===== src/rtl/sseg_scroll_scanner_if.sv =====
// sseg_scroll_scanner_if: character-RAM read port, step input and display outputs of the scroll scanner.
interface sseg_scroll_scanner_if #(parameter int ADDR_W = 3);
    logic step;
    logic [ADDR_W-1:0] ram_addr;
    logic [7:0] ram_dout;
    logic ram_busy;
    logic [7:0] sseg;
    logic [3:0] anode;
    logic frame_valid;
    modport master (input step, ram_dout, output ram_addr, ram_busy, sseg, anode, frame_valid);
    modport slave (output step, ram_dout, input ram_addr, ram_busy, sseg, anode, frame_valid);
endinterface


===== src/rtl/sseg_scroll_scanner.sv =====
// sseg_scroll_scanner: double-buffered 4-digit scrolling window over a character RAM, multiplexed onto sseg/anode.
// Optional SSEG_BLANK_GAP_EN blanks anode for the first 2 cycles of every digit slot.
module sseg_scroll_scanner #(
    parameter int ADDR_W = 3,
    parameter int NUM_CHARS = 8,
    parameter int REFRESH_DIV = 50000
) (
    input logic clk,
    input logic rst,
    sseg_scroll_scanner_if.master bus
);
    localparam int CW = $clog2(REFRESH_DIV);
    localparam logic [ADDR_W:0] NC = (ADDR_W+1)'(NUM_CHARS);
    localparam logic [CW-1:0] CNT_MAX = CW'(REFRESH_DIV - 1);
    typedef enum logic {FETCH, SHOW} state_t;
    state_t state, state_nx;
    logic [2:0] k;
    logic [ADDR_W-1:0] base, base_nx, addr_q, addr_calc;
    logic [ADDR_W:0] addr_sum, addr_sub, base_inc;
    logic pending, pending_nx, fetch_addr, advance, blank;
    logic [2:0][7:0] shadow;
    logic [3:0][7:0] disp;
    logic [CW-1:0] cnt;
    logic [1:0] digit;
`ifdef SSEG_BLANK_GAP_EN
    assign blank = cnt < CW'(2);
`else
    assign blank = 1'b0;
`endif
    always_comb begin
        addr_sum = {1'b0, base} + {{(ADDR_W-1){1'b0}}, k[1:0]};
        addr_sub = addr_sum - NC;
        addr_calc = (addr_sum >= NC) ? addr_sub[ADDR_W-1:0] : addr_sum[ADDR_W-1:0];
        base_inc = {1'b0, base} + (ADDR_W+1)'(1);
        fetch_addr = state == FETCH && !k[2];
        advance = state == SHOW && (bus.step || pending);
        state_nx = (state == FETCH) ? (k[2] ? SHOW : FETCH) : (advance ? FETCH : SHOW);
        pending_nx = (state == FETCH) ? (pending || bus.step) : 1'b0;
        base_nx = advance ? ((base_inc == NC) ? '0 : base_inc[ADDR_W-1:0]) : base;
    end
    assign bus.ram_addr = fetch_addr ? addr_calc : addr_q;
    assign bus.ram_busy = state == FETCH && !rst;
    always_ff @(posedge clk) begin
        if (rst) begin
            state <= FETCH;
            base <= '0;
            pending <= 1'b0;
        end else begin
            state <= state_nx;
            base <= base_nx;
            pending <= pending_nx;
        end
    end
    // shadow fills as a shift register; the fourth character goes straight into disp at the swap
    always_ff @(posedge clk) begin
        if (rst) begin
            k <= '0;
            addr_q <= '0;
            shadow <= '1;
            disp <= '1;
            bus.frame_valid <= 1'b0;
            cnt <= '0;
            digit <= '0;
            bus.anode <= 4'b1111;
            bus.sseg <= 8'hFF;
        end else begin
            k <= fetch_addr ? k + 3'd1 : 3'd0;
            if (fetch_addr) addr_q <= addr_calc;
            if (fetch_addr && k != 3'd0) shadow <= {bus.ram_dout, shadow[2:1]};
            if (state == FETCH && k[2]) begin
                disp <= {bus.ram_dout, shadow};
                bus.frame_valid <= 1'b1;
            end
            cnt <= (cnt == CNT_MAX) ? '0 : cnt + CW'(1);
            digit <= (cnt == CNT_MAX) ? digit + 2'd1 : digit;
            bus.anode <= (bus.frame_valid && !blank) ? ~(4'b1000 >> digit) : 4'b1111;
            bus.sseg <= bus.frame_valid ? disp[digit] : 8'hFF;
        end
    end
endmodule


===== src/flat_wrapper.sv =====
// flat-port wrapper written by rule: the top's interface ports become plain ports
module sseg_scroll_scanner_flat 
#(
    parameter int ADDR_W = 3,
    parameter int NUM_CHARS = 8,
    parameter int REFRESH_DIV = 50000
)
  (clk, rst, bus_step, bus_ram_dout, bus_ram_addr, bus_ram_busy, bus_sseg, bus_anode, bus_frame_valid);
  sseg_scroll_scanner_if #(.ADDR_W(ADDR_W)) bus_i ();
  input logic clk;
  input logic rst;
  input wire logic [$bits(bus_i.step)-1:0] bus_step;
  input wire logic [$bits(bus_i.ram_dout)-1:0] bus_ram_dout;
  output wire logic [$bits(bus_i.ram_addr)-1:0] bus_ram_addr;
  output wire logic [$bits(bus_i.ram_busy)-1:0] bus_ram_busy;
  output wire logic [$bits(bus_i.sseg)-1:0] bus_sseg;
  output wire logic [$bits(bus_i.anode)-1:0] bus_anode;
  output wire logic [$bits(bus_i.frame_valid)-1:0] bus_frame_valid;
  assign bus_i.step = bus_step;
  assign bus_i.ram_dout = bus_ram_dout;
  assign bus_ram_addr = bus_i.ram_addr;
  assign bus_ram_busy = bus_i.ram_busy;
  assign bus_sseg = bus_i.sseg;
  assign bus_anode = bus_i.anode;
  assign bus_frame_valid = bus_i.frame_valid;
  sseg_scroll_scanner #(.ADDR_W(ADDR_W), .NUM_CHARS(NUM_CHARS), .REFRESH_DIV(REFRESH_DIV)) u_core (.clk(clk), .rst(rst), .bus(bus_i));
endmodule

===== config.mk =====
export PLATFORM = sky130hd
export DESIGN_NAME = sseg_scroll_scanner_flat
export DESIGN_NICKNAME = d
export VERILOG_FILES = /design/src/rtl/sseg_scroll_scanner_if.sv /design/src/rtl/sseg_scroll_scanner.sv /design/src/flat_wrapper.sv
export SDC_FILE = /design/constraint.sdc
export NUM_CORES = 1
export LEC_CHECK = 0
export ABC_CLOCK_PERIOD_IN_PS = 2000
export BUFFER_PORTS_ARGS = -buffer_cell sky130_fd_sc_hd__buf_2
export CAP_MARGIN = 20
export CORE_ASPECT_RATIO = 1.5
export CORE_UTILIZATION = 59
export DETAILED_ROUTE_END_ITERATION = 7
export MAX_ROUTING_LAYER = met4
export PLACE_DENSITY = 0.78
export SLEW_MARGIN = 5
export SYNTH_ARGS = -nofsm -noshare
export SYNTH_HDL_FRONTEND = slang
export SYNTH_SLANG_ARGS = --single-unit
export TNS_END_PERCENT = 10

===== constraint.sdc =====
create_clock -name clk -period 2 [get_ports clk]
set_clock_uncertainty 0.1 [all_clocks]
set_input_delay 0.1 -clock clk [delete_from_list [all_inputs] [get_ports clk]]
set_output_delay 0.1 -clock clk [all_outputs]
set_load 0.02 [all_outputs]

==> results of run 1 <==
==> cell type report <==
| class | instances | area [um2] |
|---|---|---|
| Tap cell | 76 | 95.09 |
| Sequential cell | 98 | 1964 |
| Inverter | 10 | 37.54 |
| Timing Repair Buffer | 45 | 324.1 |
| Fill cell | 513 | 2012 |
| Clock buffer | 13 | 138.9 |
| Clock inverter | 3 | 40.04 |
| Multi-Input combinational cell | 268 | 1874 |
==> what timing repair did <==
item,in CTS,in global routing
gates resized for setup,4,3
setup buffers,2,0
hold buffers,9,0
endpoints found under the hold margin,18,0
endpoints found under the setup margin,1,2
==> logic make-up after synthesis <==
kind of cell               after synthesis  share of synthesized area (%)
DFF                                     98                          49.42
xor gates and xnor gates                18                          3.971
buffers and inverters                   35                          3.814
adders and majority gates               10                          3.341
muxes                                   12                          5.610
and+or+nand+nor                        201                          28.18
AOI/OAI and AO/OA                       27                          5.673
==> registers in the layout, summed over array words and instances (netlist names) <==
register	flops
u_core.addr_q	3
u_core.base	3
u_core.bus.anode	4
u_core.bus.frame_valid	1
u_core.bus.sseg	8
u_core.cnt	16
u_core.digit	2
u_core.disp	32
u_core.k	3
u_core.pending	1
u_core.shadow	24
u_core.state	1
==> stage by stage <==
step                worst slack [ns]  power (mW)
floorplan                     0.2935       2.506
global placement              0.3355       2.588
detailed placement            0.3133       2.604
CTS                          0.03166       3.813
global route              0.00008193       3.958
finish                       0.05507       3.785
==> how the worst max path moves through the flow <==
stage | to | slack (ns) | from | depth (start not counted)
CTS | bus_ram_addr[2] | 0.03 | u_core.base[0] | 6
detailed placement | u_core.addr_q[2] | 0.31 | u_core.k[0] | 6
finish | bus_ram_addr[2] | 0.06 | u_core.base[0] | 6
global route | bus_ram_addr[2] | 0.00008 | u_core.base[0] | 6
global placement | bus_ram_addr[2] | 0.34 | u_core.base[0] | 6
floorplan | u_core.addr_q[2] | 0.29 | u_core.k[0] | 6
==> cell usage after synthesis (6+ instances only) <==
cell	number
buf_2	10
a211o_1	24
nor2b_1	29
ha_1	9
mux4_2	8
nand2b_1	9
nand3b_1	32
nor3_1	6
inv_1	10
clkbuf_1	14
nand2_1	72
nor2_1	30
dfxtp_1	98
xnor2_1	16
==> worst reg2reg max path, delay by kind of cell (launching register included) <==
| kind | cells | cell delay [ns] |
|---|---|---|
| buffers and inverters | 3 | 0.42 |
| DFF | 1 | 0.34 |
| AOI/OAI and AO/OA | 1 | 0.27 |
| and+or+nand+nor | 2 | 0.26 |
| adders and majority gates | 1 | 0.22 |
==> power breakdown <==
part           internal [mW]  leakage [nW]  switching, mW
clock                  0.577        0.0914          0.632
sequential              2.07         0.801         0.0720
combinational          0.216         0.901          0.212
total                   2.87          1.79          0.917
==> per-layer routing <==
metal	global-route usage, %	part of all wire [%]
met1	27.26	47
met3	4.911	2.4
met4	11.15	2.3
met2	37.27	49
met5	-	0
==> results.json, run 1 <==
{
  "crit_path_top_delay_cell": "dfxtp_2",
  "path_max_fanout": 2,
  "first_iter_violations": 72,
  "antenna_left": 0,
  "die_w_um": 68.98,
  "rr_startpoint": "u_core.k[0]",
  "synth_edf_count": 0,
  "ys_warn_count": 0,
  "synthesis.nets": 422,
  "max-cap-violations": 0,
  "critPathLaunchType": "register",
  "hp-class": "input pin to register",
  "synth_cell_type_count": 35,
  "powerDensity_mw_per_mm2": 845.9,
  "layout_commonest_cell": "dfxtp_1",
  "synth_area_per_cell_um2": 9.900,
  "route.vias.total": 2762,
  "syn_to_final_growth_pct": 12.70,
  "place_inst": 486,
  "overflow": 0,
  "critical-path-max-stage-delay_ns": 0.34,
  "stdcell_count": 513,
  "period_minus_slack_ns": 1.945,
  "whs_ns": 0.05058,
  "grt_use_total_pct": 23.31,
  "die_area_mm2": 0.007068,
  "grt_max_degree": 49,
  "start_util_pct": 61.21,
  "fin_crit_sh_pct": 97.25,
  "io_buffers": 27,
  "viasPerCell": 5.384,
  "synth_top_area_share_pct": 49.42,
  "cp_num_buf_inv": 2,
  "route.detailed.drc": 0,
  "cts_sinks": 98,
  "worst_pin_slew_ns": 0.8753,
  "clk_latency_ns": 0.37,
  "critical-path-top-delay-family": "adder cells",
  "syn-cell-area_mm2": 0.003970,
  "fin_area_mm2": 0.004474,
  "cellLeakagePower_nw": 1.794,
  "netlist_instances": 401,
  "antenna_found_initial": 0,
  "mostFrequentLayoutCells": "96 x dfxtp_1, 72 x nand2_1, 32 x nand3b_1",
  "drive_gt1_share_pct": 17.85,
  "min_to": "u_core.digit[1]",
  "clk_pin_slew_ns": 0.09,
  "fin_util_pct": 68.98,
  "hpwlAfterDp_um": 4442,
  "hold_viol": 0,
  "rr_endpoint": "u_core.shadow[21]",
  "htree_num_levels": 3,
  "gp_congestion": 0.7925,
  "finalSetupTns_ns": 0,
  "first_pass_iters": 4,
  "path_cells": "ha_1, inv_1, fa_2, xnor2_1, mux2_4, buf_6",
  "whs_path_depth": 2,
  "cp.arrival_ns": 1.74,
  "outcome": "finished, final reports clean",
  "hold_start": "rst",
  "synthTopCellsByArea": "dfxtp_1 49%, nand2_1 6.8%, nand3b_1 6.1%",
  "finalSetupViolCount": 0,
  "avgRoutedWirePerCell_um": 13.56,
  "async_flop_share_pct": 0,
  "crit_path_end_kind": "primary output",
  "slew_violations": 0,
  "yosysTopAreaCell": "dfxtp_1",
  "irDropWorstVdd_mv": 0.6073,
  "synth-main-ff-cell": "dfxtp_1",
  "drt_wl_total_um": 6958,
  "nets": 453,
  "worstPathRequired_ns": 1.80,
  "fmax_mhz": 514.2,
  "fp.coreArea_mm2": 0.006486,
  "cts_root_buf": "clkbuf_8",
  "placed_area_mm2": 0.004173,
  "rows": 36,
  "grt_pass1_wl_um": 11830,
  "rsz0062_at_grt": "true",
  "synth_seq_cells": 98,
  "slew_headroom_pct": 41.53,
  "r2r_cells": 7,
  "criticalPathCategory": "register to primary output",
  "ios": 28,
  "fp.dieH_um": 102.5,
  "grt_pass1_vias": 2688,
  "clock_path_buffers": 2,
  "cts_tree": "done",
  "antenna_cells": 0,
  "ys_seq_area_share_pct": 49.42,
  "reg2reg_slack_ns": 0.30,
  "cts-buffers-inserted": 9
}
Note: power is estimated with default switching activity, not from simulation.
==> run 2: changes to the inputs <==
Settings changed: REMOVE_ABC_BUFFERS from default to 1.
==> results.json, run 2 (same netlist as run 1, synthesis figures left out) <==
{
  "rows": 36,
  "hp-class": "register to register",
  "criticalPathCategory": "register to primary output",
  "critPathLaunchType": "register",
  "route.detailed.drc": 0,
  "place_inst": 489,
  "layout_commonest_cell": "dfxtp_1",
  "power_switching_uw": 930.4,
  "cts-buffers-inserted": 9,
  "powerDensity_mw_per_mm2": 855.7,
  "regArea_mm2": 0.001964,
  "switching_share_pct": 24.07,
  "overflow": 0,
  "antenna_left": 0,
  "fmax_mhz": 517.2,
  "combPwrFrac_pct": 11.2,
  "hpwlAfterDp_um": 4683,
  "cts_root_buf": "clkbuf_8",
  "slew_headroom_pct": 68.71,
  "fp.dieH_um": 102.5,
  "worst_pin_slew_ns": 0.4644,
  "fin_area_mm2": 0.004517,
  "grt_use_total_pct": 23.29,
  "syn_to_final_growth_pct": 13.77,
  "hold_viol": 0,
  "grt_max_degree": 49,
  "irDropWorstVdd_mv": 0.6681,
  "gp_congestion": 0.7177,
  "io_buffers": 27,
  "drt_wl_total_um": 7098,
  "grt_pass1_vias": 2642,
  "cellInternalPower_mw": 2.935,
  "start_util_pct": 61.21,
  "cellLeakagePower_nw": 1.823,
  "largest_reg_flops": 32,
  "finalSetupViolCount": 0,
  "first_iter_violations": 76,
  "outcome": "finished, final reports clean",
  "die_w_um": 68.98,
  "grt_pass1_wl_um": 11690,
  "rsz0062_at_grt": "false",
  "route.vias.total": 2788,
  "avgRoutedWirePerCell_um": 13.73,
  "period_minus_slack_ns": 1.934,
  "regMostFlops": "u_core.disp",
  "viasPerCell": 5.393,
  "antenna_found_initial": 0,
  "total_power_mw": 3.865,
  "filler_cell_count": 512,
  "nets": 457,
  "clk_pin_slew_ns": 0.09,
  "multi_input_area_mm2": 0.001872,
  "cts_tree": "done",
  "fin_crit_sh_pct": 96.68,
  "clock_path_buffers": 2,
  "max-cap-violations": 0,
  "mostFrequentLayoutCells": "96 x dfxtp_1, 72 x nand2_1, 32 x nand3b_1",
  "ios": 28,
  "fin_util_pct": 69.64,
  "stdcell_count": 517,
  "cp.arrival_ns": 1.73,
  "die_area_mm2": 0.007068,
  "cts_sinks": 98,
  "path_max_fanout": 2,
  "crit_path_end_kind": "primary output",
  "worstPathRequired_ns": 1.80,
  "placed_area_mm2": 0.004183,
  "clk_latency_ns": 0.36,
  "first_pass_iters": 4,
  "power_frac_seq_pct": 55.5,
  "htree_num_levels": 3,
  "fp.coreArea_mm2": 0.006486,
  "reg_top3": "u_core.disp: 32 flops, u_core.shadow: 24 flops, u_core.cnt: 16 flops",
  "drive_gt1_share_pct": 19.05,
  "p_clk_share_pct": 33.2,
  "antenna_cells": 0,
  "slew_violations": 0
}
-- run 2: cell types whose count changed in the layout (fill, tap and decap cells not counted), sizes merged --
cell and delta:
clkbuf -2, dlygate4sd3 +1, clkinv +1, buf +3
clkinvlp +1
-- run 2: final timing paths --
path	start	end	slack, ns	cells past startpoint
worst max-delay path	u_core.base[0]	bus_ram_addr[2]	0.07	6
worst min-delay path	u_core.shadow[5]	u_core.disp[5]	0.37	2
worst max register to register	u_core.k[0]	u_core.shadow[8]	0.35	7
worst min register to register	u_core.shadow[5]	u_core.disp[5]	0.37	2
-- run 2: area by class of cell --
| cell class | instances | area share, % |
|---|---|---|
| tap | 76 | 2.105 |
| multi-input combinational | 268 | 41.44 |
| timing repair buffer | 49 | 7.618 |
| inverter | 10 | 0.8310 |
| sequential | 98 | 43.49 |
| clock buffer | 11 | 3.352 |
| clock inverter | 5 | 1.163 |
-- run 2: routing by layer --
metal | vias to the layer above | track usage, % | routed length [um]
met5 | - | - | 0
met4 | 0 | 8.477 | 70
met3 | 5 | 5.357 | 205
met2 | 32 | 40.48 | 3823
met1 | 1341 | 25.05 | 2998
li1 | 1410 | - | -
-- run 2: worst max-delay path: stages (launching register included) --
cell,delay [ns]
dfxtp_2,0.34
ha_1,0.14
inv_1,0.05
fa_2,0.33
xnor2_1,0.13
mux2_4,0.27
buf_6,0.13
-- run 2: what timing repair did --
item	4_1_cts	5_1_grt
endpoints found under the setup margin	1	1
setup buffers	2	0
hold buffers	10	0
hold endpoints to repair	19	0
gates resized for setup	4	2
-- run 2: through the flow --
step | hold slack [ns] | TNS, ns | worst slack (ns)
finish | 0.3672 | 0 | 0.06640
global route | 0.3926 | 0 | 0.004423
CTS | 0.3711 | 0 | 0.01622
detailed placement | 0.2238 | 0 | 0.2906
global placement | 0.2196 | 0 | 0.3217
floorplan | 0.07161 | -14.32 | -0.5966
-- run 2: power by group through the flow --
stage          registers [mW]  clock network (mW)  logic (mW)
2_1_floorplan            2.17                   0       0.300
3_3_place_gp             2.19                   0       0.400
3_5_place_dp             2.19                   0       0.413
4_1_cts                  2.15                1.31       0.437
5_1_grt                  2.16                1.38       0.493
6_report                 2.15                1.28       0.433
==> run 3: changes to the inputs <==
==> constraint.sdc (replaced) <==
create_clock -name clk -period 2 [get_ports clk]
set_clock_uncertainty 0.1 [all_clocks]
set_input_delay 0 -clock clk [delete_from_list [all_inputs] [get_ports clk]]
set_output_delay 0 -clock clk [all_outputs]
set_load 0.02 [all_outputs]
==> results.json, run 3 (same netlist as run 1, synthesis figures left out) <==
{
  "setup_slack_ns": 0.07350,
  "antenna_found_initial": 0,
  "fmax_mhz": 519.1,
  "fin_util_pct": 69.12,
  "first_iter_violations": 70,
  "irDropWorstVdd_mv": 0.6428,
  "slew_violations": 0,
  "start_util_pct": 61.21,
  "antenna_cells": 0,
  "rows": 36,
  "hp-class": "input pin to register",
  "power_switching_uw": 894.3,
  "avgRoutedWirePerCell_um": 13.31,
  "first_pass_iters": 4,
  "ios": 28,
  "cts_sinks": 98,
  "grt_pass1_vias": 2578,
  "viasPerCell": 5.386,
  "criticalPathCategory": "register to primary output",
  "layout_commonest_cell": "dfxtp_1",
  "cellInternalPower_mw": 2.942,
  "cp.arrival_ns": 1.83,
  "io_buffers": 27,
  "cts_tree": "done",
  "placed_area_mm2": 0.004183,
  "p_clk_share_pct": 32.8,
  "route.vias.total": 2774,
  "crit_path_end_kind": "primary output",
  "reg_top3": "u_core.disp: 32 flops, u_core.shadow: 24 flops, u_core.cnt: 16 flops",
  "slew_headroom_pct": 68.20,
  "worst_pin_slew_ns": 0.4721,
  "cts-buffers-inserted": 9,
  "die_w_um": 68.98,
  "cellLeakagePower_nw": 1.803,
  "fin_area_mm2": 0.004483,
  "grt_use_total_pct": 22.60,
  "filler_cell_count": 533,
  "period_minus_slack_ns": 1.927,
  "critical-path-top-delay-family": "adder cells",
  "cp_num_buf_inv": 2,
  "cts_root_buf": "clkbuf_8",
  "drt_wl_total_um": 6857,
  "power_frac_seq_pct": 56.0,
  "regArea_mm2": 0.001964,
  "route.detailed.drc": 0,
  "fin_crit_sh_pct": 96.33,
  "path_max_fanout": 4,
  "critPathLaunchType": "register",
  "powerDensity_mw_per_mm2": 855.6,
  "htree_num_levels": 3,
  "rsz0062_at_grt": "false",
  "switching_share_pct": 23.31,
  "overflow": 0,
  "regMostFlops": "u_core.disp",
  "die_area_mm2": 0.007068,
  "fp.dieH_um": 102.5,
  "whs_ns": 0.2940,
  "gp_congestion": 0.7166,
  "antenna_left": 0,
  "clk_latency_ns": 0.36,
  "place_ws_ns": 0.2907,
  "clk_pin_slew_ns": 0.08,
  "multi_input_area_mm2": 0.001866,
  "mostFrequentLayoutCells": "96 x dfxtp_1, 72 x nand2_1, 32 x nand3b_1",
  "hold_viol": 0,
  "fp.coreArea_mm2": 0.006486,
  "largest_reg_flops": 32,
  "path_cells": "ha_1, inv_1, fa_1, xnor2_1, mux2_2, buf_2",
  "place_inst": 489,
  "stdcell_count": 515,
  "nets": 455,
  "syn_to_final_growth_pct": 12.92,
  "combPwrFrac_pct": 11.2,
  "total_power_mw": 3.836,
  "max-cap-violations": 0,
  "critical_path_depth": 6,
  "whs_path_depth": 3,
  "crit_path_top_delay_cell": "fa_1",
  "grt_pass1_wl_um": 11370,
  "outcome": "finished, final reports clean",
  "finalSetupViolCount": 0,
  "critical-path-max-stage-delay_ns": 0.37,
  "worstPathRequired_ns": 1.90,
  "grt_max_degree": 40,
  "hpwlAfterDp_um": 4632,
  "drive_gt1_share_pct": 17.77,
  "finalSetupTns_ns": 0,
  "r2r_cells": 6,
  "clock_path_buffers": 2
}
[run 3: cell types whose count changed in the layout (fill, tap and decap cells not counted), sizes merged]
cell      before  now
buf           39   37
clkbuf        11   14
clkinv         3    1
clkinvlp       1    0
[run 3: area by class of cell]
type / instances / share of cell area [%]
sequential: 98 / 43.82
multi-input combinational: 268 / 41.61
timing repair buffer: 47 / 7.201
clock buffer: 14 / 3.628
tap: 76 / 2.121
inverter: 10 / 0.8373
clock inverter: 2 / 0.7815
[run 3: power groups by stage]
stage	sequential (mW)	clock [mW]	combinational, mW
floorplan	2.17	0	0.300
global placement	2.19	0	0.404
detailed placement	2.19	0	0.418
CTS	2.15	1.30	0.434
global route	2.16	1.38	0.486
finish	2.15	1.26	0.430
[run 3: tightest hold or removal path, stage by stage]
cell           delay, ns
dlygate4sd3_1       0.52
buf_2               0.11
a211o_1             0.10
[run 3: metal layers]
metal  up-vias  GRT usage (%)  share of wire [%]  routed length, um
met5         -              -                  0                  0
met2        28          39.06                 54               3701
met1      1335          23.81                 42               2912
met3         5          5.134                2.5                171
li1       1406              -                  -                  -
met4         0          9.890                1.1                 72
[run 3: repair_timing]
item / in CTS / in global routing
gates resized for setup: 0 / 2
setup buffers: 0 / 0
hold buffers: 10 / 0
endpoints found under the hold margin: 26 / 0
setup endpoints to repair: 0 / 1
[run 3: final timing paths]
check                 endpoint  slack (ns)            start
max            bus_ram_addr[2]        0.07      u_core.k[0]
min          u_core.shadow[19]        0.29  bus_ram_dout[3]
max reg2reg   u_core.addr_q[2]        0.34      u_core.k[0]
min reg2reg        u_core.k[0]        0.35      u_core.k[0]
